[config.mk]
export PLATFORM = sky130hd
export DESIGN_NAME = gpio_reg_master
export DESIGN_NICKNAME = d
export VERILOG_FILES = /design/src/rtl/gpio_bus_pkg.sv /design/src/rtl/gpio_reg_master.sv
export SDC_FILE = /design/constraint.sdc
export NUM_CORES = 1
export LEC_CHECK = 0
export BUFFER_PORTS_ARGS = -buffer_cell sky130_fd_sc_hd__buf_2
export CAP_MARGIN = 20
export CORE_ASPECT_RATIO = 0.5
export CORE_MARGIN = 1
export CORE_UTILIZATION = 46
export CTS_CLUSTER_SIZE = 30
export DETAILED_ROUTE_END_ITERATION = 12
export PLACE_DENSITY_LB_ADDON = 0.08
export SYNTH_ARGS = -nofsm -noshare
export SYNTH_HDL_FRONTEND = slang
export SYNTH_SLANG_ARGS = --single-unit
[constraint.sdc]
create_clock -name clk -period 3.5 [get_ports clk]
set_input_delay 0.525 -clock clk [delete_from_list [all_inputs] [get_ports clk]]
set_output_delay 0.525 -clock clk [all_outputs]
set_load 0.01 [all_outputs]
[src/rtl/gpio_bus_pkg.sv]
// gpio_bus_pkg
//   Shared definitions for the GPIO register bus: host command opcodes,
//   the bus master FSM state encoding and the register file word map.
//   Used by gpio_reg_master, the register block and their benches.
package gpio_bus_pkg;

   // Host command opcodes (cmd_op)
   typedef enum logic [1:0] {
      OP_READ  = 2'b00,
      OP_WRITE = 2'b01,
      OP_SET   = 2'b10,
      OP_CLR   = 2'b11
   } cmd_op_t;

   // Bus master sequencing states
   typedef enum logic [1:0] {
      ST_IDLE = 2'b00,
      ST_RD   = 2'b01,
      ST_WR   = 2'b10,
      ST_RESP = 2'b11
   } master_state_t;

   // GPIO register word addresses (bus addr[4:2])
   localparam logic [2:0] GPIO_ADDR_DATA_IN  = 3'd0;
   localparam logic [2:0] GPIO_ADDR_DATA_OUT = 3'd1;
   localparam logic [2:0] GPIO_ADDR_DIR      = 3'd2;
   localparam logic [2:0] GPIO_ADDR_IRQ_EN   = 3'd3;
   localparam logic [2:0] GPIO_ADDR_IRQ_STAT = 3'd4;
   localparam logic [2:0] GPIO_ADDR_IRQ_POL  = 3'd5;
   localparam logic [2:0] GPIO_ADDR_PULL     = 3'd6;
   localparam logic [2:0] GPIO_ADDR_CFG      = 3'd7;

endpackage

[src/rtl/gpio_reg_master.sv]
// gpio_reg_master
//   Bus initiator for the GPIO register file. Accepts one command at a
//   time (READ, WRITE, SET, CLR) on a valid/ready host port and sequences
//   it onto the register file bus. SET/CLR are an atomic read-modify-write.
//
// Ports
//   clk, reset              clock, asynchronous active-high reset
//   cmd_valid/cmd_ready     host command handshake
//   cmd_op/addr/wben/wdata  command fields (wdata is the mask for SET/CLR)
//   rsp_valid/rsp_ready     response handshake
//   rsp_rdata               read data, pre-modify value, or 0 for WRITE
//   addr/wben/r_wn/wdata    register file bus outputs (all registered)
//   rdata                   register file read data
//
// Bus outputs are registered from the current state, so the write strobe
// becomes visible one cycle after the FSM enters WR; this gives the address
// a full setup cycle ahead of every strobe.
module gpio_reg_master
   import gpio_bus_pkg::*;
#(
   parameter int RD_LATENCY = 1
) (
   input  logic        clk,
   input  logic        reset,
   input  logic        cmd_valid,
   output logic        cmd_ready,
   input  logic [1:0]  cmd_op,
   input  logic [2:0]  cmd_addr,
   input  logic [3:0]  cmd_wben,
   input  logic [31:0] cmd_wdata,
   output logic        rsp_valid,
   input  logic        rsp_ready,
   output logic [31:0] rsp_rdata,
   output logic [2:0]  addr,
   output logic [3:0]  wben,
   output logic        r_wn,
   output logic [31:0] wdata,
   input  logic [31:0] rdata
);

   localparam logic [1:0] RD_RELOAD = 2'(RD_LATENCY - 1);

   master_state_t state_r;
   master_state_t state_s;
   logic [1:0]    cnt_r;
   cmd_op_t       op_r;
   logic [3:0]    wben_l_r;
   logic [31:0]   mask_r;
   logic          accept_s;
   logic          retire_s;

   assign accept_s = (state_r == ST_IDLE) && cmd_valid && cmd_ready;
   assign retire_s = (state_r == ST_RESP) && rsp_valid && rsp_ready;

   // Next-state decode
   always_comb begin
      state_s = state_r;
      case (state_r)
         ST_IDLE: begin
            if (accept_s) begin
               state_s = (cmd_op == OP_WRITE) ? ST_WR : ST_RD;
            end else begin
               state_s = ST_IDLE;
            end
         end
         ST_RD: begin
            if (cnt_r == 2'd0) begin
               state_s = (op_r == OP_READ) ? ST_RESP : ST_WR;
            end else begin
               state_s = ST_RD;
            end
         end
         ST_WR: begin
            state_s = ST_RESP;
         end
         ST_RESP: begin
            if (retire_s) begin
               state_s = ST_IDLE;
            end else begin
               state_s = ST_RESP;
            end
         end
         default: begin
            state_s = ST_IDLE;
         end
      endcase
   end

   // State register and read-latency counter
   always_ff @(posedge clk or posedge reset) begin
      if (reset) begin
         state_r <= ST_IDLE;
         cnt_r   <= 2'd0;
      end else begin
         state_r <= state_s;
         if (accept_s) begin
            cnt_r <= RD_RELOAD;
         end else if ((state_r == ST_RD) && (cnt_r != 2'd0)) begin
            cnt_r <= cnt_r - 2'd1;
         end
      end
   end

   // Command latch
   always_ff @(posedge clk or posedge reset) begin
      if (reset) begin
         op_r     <= OP_READ;
         wben_l_r <= 4'b0000;
         mask_r   <= 32'h0000_0000;
      end else if (accept_s) begin
         op_r     <= cmd_op_t'(cmd_op);
         wben_l_r <= cmd_wben;
         mask_r   <= cmd_wdata;
      end
   end

   // Registered host-side and bus-side outputs
   always_ff @(posedge clk or posedge reset) begin
      if (reset) begin
         cmd_ready <= 1'b1;
         rsp_valid <= 1'b0;
         rsp_rdata <= 32'h0000_0000;
         addr      <= 3'd0;
         wben      <= 4'b0000;
         r_wn      <= 1'b1;
         wdata     <= 32'h0000_0000;
      end else begin
         cmd_ready <= (state_s == ST_IDLE);
         rsp_valid <= (state_r == ST_RESP) && !retire_s;
         r_wn      <= (state_r != ST_WR);
         wben      <= (state_r == ST_WR) ? wben_l_r : 4'b0000;
         if (accept_s) begin
            addr <= cmd_addr;
         end
         // rsp_rdata doubles as the captured pre-modify value for SET/CLR
         if (accept_s) begin
            rsp_rdata <= 32'h0000_0000;
         end else if ((state_r == ST_RD) && (cnt_r == 2'd0)) begin
            rsp_rdata <= rdata;
         end
         if (state_r == ST_WR) begin
            case (op_r)
               OP_SET:  wdata <= rsp_rdata | mask_r;
               OP_CLR:  wdata <= rsp_rdata & ~mask_r;
               default: wdata <= mask_r;
            endcase
         end
      end
   end

endmodule

==> reports/metrics.yaml <==
grt:
  grt_use_total_pct: 21.27
  grt_pass1_vias: 3490
  antenna_found_initial: 0
  grt_pass1_wl_um: 18050
  grt_max_degree: 83
  gr-total-overflow: 0
cts:
  clockBufferDepth: 2
  clk_pin_slew_ns: 0.05
  cts_tree: "yes"
  clk_latency_ns: 0.40
  cts.sinks: 116
  cts_buffers: 17
  ctsResizeCount: 0
  holdBufCountCts: 0
  htreeDepth: 4
  post-cts-setup-buffers: 0
  root_buffer: "clkbuf_16"
route:
  drt-initial-drc-count: 159
  wire_per_inst_um: 15.42
  firstDrtPassIters: 4
  remaining_drc_errors: 0
  ant_nets: 0
  via_count: 3671
  vias_per_cell: 4.974
  drt-total-wl_um: 11380
sta:
  timing.fmax_mhz: 488.8
  rsz0062_at_grt: "false"
  hold_viol: 0
  tightest_slew_ns: 0.8757
  fin_crit_ns: 2.046
  fin_worst_skew_ns: 0.01087
  fin_setup_tns_ns: 0
  slew_violations: 0
  setup_viol: 0
  maxSlewHeadroom_pct: 41.62
  hold-worst-slack_ns: 0.2923
  fin_crit_sh_pct: 58.46
place:
  dp.cells: 706
  io_buffers: 150
  dp_hpwl_um: 7180
  gp_congestion: 0.7711
synthesis:
  synth_cell_type_count: 30
  synth_seq_cells: 116
  yosysMostFrequentCell: "dfrtp_1"
  synthCells: 443
  syn_area_per_cell_sq_um: 11.32
  synth_nets: 521
  yosys_warnings: 0
  synth_top_family_by_area: "compound AO/OA/AOI/OAI gates"
  synth-compound-area-share_pct: 12.92
  synth_edf_count: 0
  yosysTopAreaCellShare_pct: 56.87
  synth_area_sq_um: 5016
  synthTopCellsByCount: "dfrtp_1, nand2_1, a21oi_1"
  synthAdderAreaFrac_pct: 0.2494
  synth_xor_area_share_pct: 0.1746
  synth_top_area_cell: "dfrtp_1"
  synthFlopType: "dfrtp_1"
  synth_mux_area_share_pct: 10.55
  async_flop_share_pct: 100.0
  synth_area_leaders: "dfrtp_1, mux2_4, nand2_1"
  synthSimpleGateAreaFrac_pct: 12.82
  seq_area_frac_synth_pct: 57.92
floorplanning:
  chipHeight_um: 75.84
  dieArea_sq_um: 11350
  io_pins: 151
  initial_core_util_pct: 48.19
  dieWidth_um: 149.7
  num_rows: 26
  core_area_sq_um: 10410
run_status:
  status: "finished clean"
critical_path:
  end_kind: "flop"
  required_ns: 3.73
  rrSetupSlack_ns: 1.45
  worstSetupPathType: "reg2reg"
  cp.arrival_ns: 2.28
  timing.rr.start: "op_r[1]"
  path_max_fanout: 22
  crit_start: "op_r[1]"
  critPathLaunchType: "flop"
finish:
  regArea_sq_um: 2905
  fin_cells: 738
  final_util_pct: 61.55
  layout.nets: 663
  multiInputGateArea_sq_um: 1844
  area_growth_pct: 27.74
  fillers: 912
  drive_gt1_share_pct: 37.79
  antennaDiodeCount: 0
power_and_ir_drop:
  internal_power_mw: 4.158
  p_sw_mw: 2.018
  p_clk_share_pct: 29.7
  cellLeakagePower_nw: 3.315
  seqPwrFrac_pct: 38.8
  peakVddDrop_uv: 443.1
  powerDensity_nw_per_um2: 963.8
  p_sw_share_pct: 32.67
  pwr-share-comb_pct: 31.5
flow_run:
  maxCapViolCount: 0
hold_path:
  hold_path_class: "in2async"
-- per-layer routing --
layer	track usage (%)	wire, um	share of wire (%)	vias to the layer above
met1	30.06	5583	49	1765
met3	5.988	605	5.3	6
met4	7.071	63	0.55	0
li1	-	-	-	1814
met2	31.84	5127	45	86
met5	0	0	0	-
-- sequential cells by signal, indices dropped and copies added (netlist names), 2 cells and up --
signal / flops
wben: 4
rsp_rdata: 32
state_r: 2
addr: 3
op_r: 2
mask_r: 32
wdata: 32
wben_l_r: 4
cnt_r: 2
-- final cells by class --
class	count	area share, %
Inverter	8	0.5272
Multi-Input combinational cell	286	28.78
Tap cell	140	2.734
Clock buffer	23	7.459
Clock inverter	9	2.343
Sequential cell	116	45.34
Timing Repair Buffer	156	12.81
-- path summary, 6_finish.rpt --
path,to,cells after the start
worst min-delay path,mask_r[24],2
max in group asynchronous,cmd_ready,3
worst max-delay path,wdata[12],3
worst min register to register,wdata[30],1
worst max register to register,wdata[12],3
min in group clk,wben_l_r[2],3
-- kinds of logic after synthesis --
| logic type | count (synthesis) |
|---|---|
| AOI/OAI and AO/OA | 117 |
| and+or+nand+nor | 130 |
| DFF | 116 |
| muxes | 37 |
| xor gates and xnor gates | 1 |
| adders and majority gates | 1 |
| buffers and inverters | 41 |
-- stage by stage --
| step | total power, mW | setup slack (ns) | cell area, sq um |
|---|---|---|---|
| 2_1_floorplan | 3.709 | 1.563 | 5020 |
| 3_3_place_gp | 4.335 | 1.508 | 5779 |
| 3_5_place_dp | 4.378 | 1.422 | 5779 |
| 4_1_cts | 6.245 | 1.383 | 6407 |
| 5_1_grt | 6.624 | 1.204 | 6407 |
| 6_report | 6.175 | 1.454 | 6407 |
-- critical path: stages (launching register included) --
cell and delay [ns]:
dfrtp_1 0.82, nand2_1 0.67, a21oi_1 0.30, o21ai_0 0.10
-- power by group through the flow --
stage	logic [mW]	registers (mW)	clock network [mW]
finish	1.95	2.40	1.83
global route	2.20	2.49	1.93
CTS	1.98	2.41	1.86
detailed placement	1.96	2.42	0
global placement	1.92	2.41	0
floorplan	1.26	2.45	0
-- cell usage in the layout (no fill, tap or decap), drive strengths merged, types with 4 or more instances in the layout --
master  Yosys  routed
buf        19     156
dfrtp     114     114
nand2      91      91
a21oi      66      66
mux2       37      37
o21ai      26      26
clkbuf     14      23
and3b      21      21
a211oi     13      13
a21o       12      12
inv         8       7
nor2        6       6
bufinv      0       4
Power figures use the tool's default switching activity.
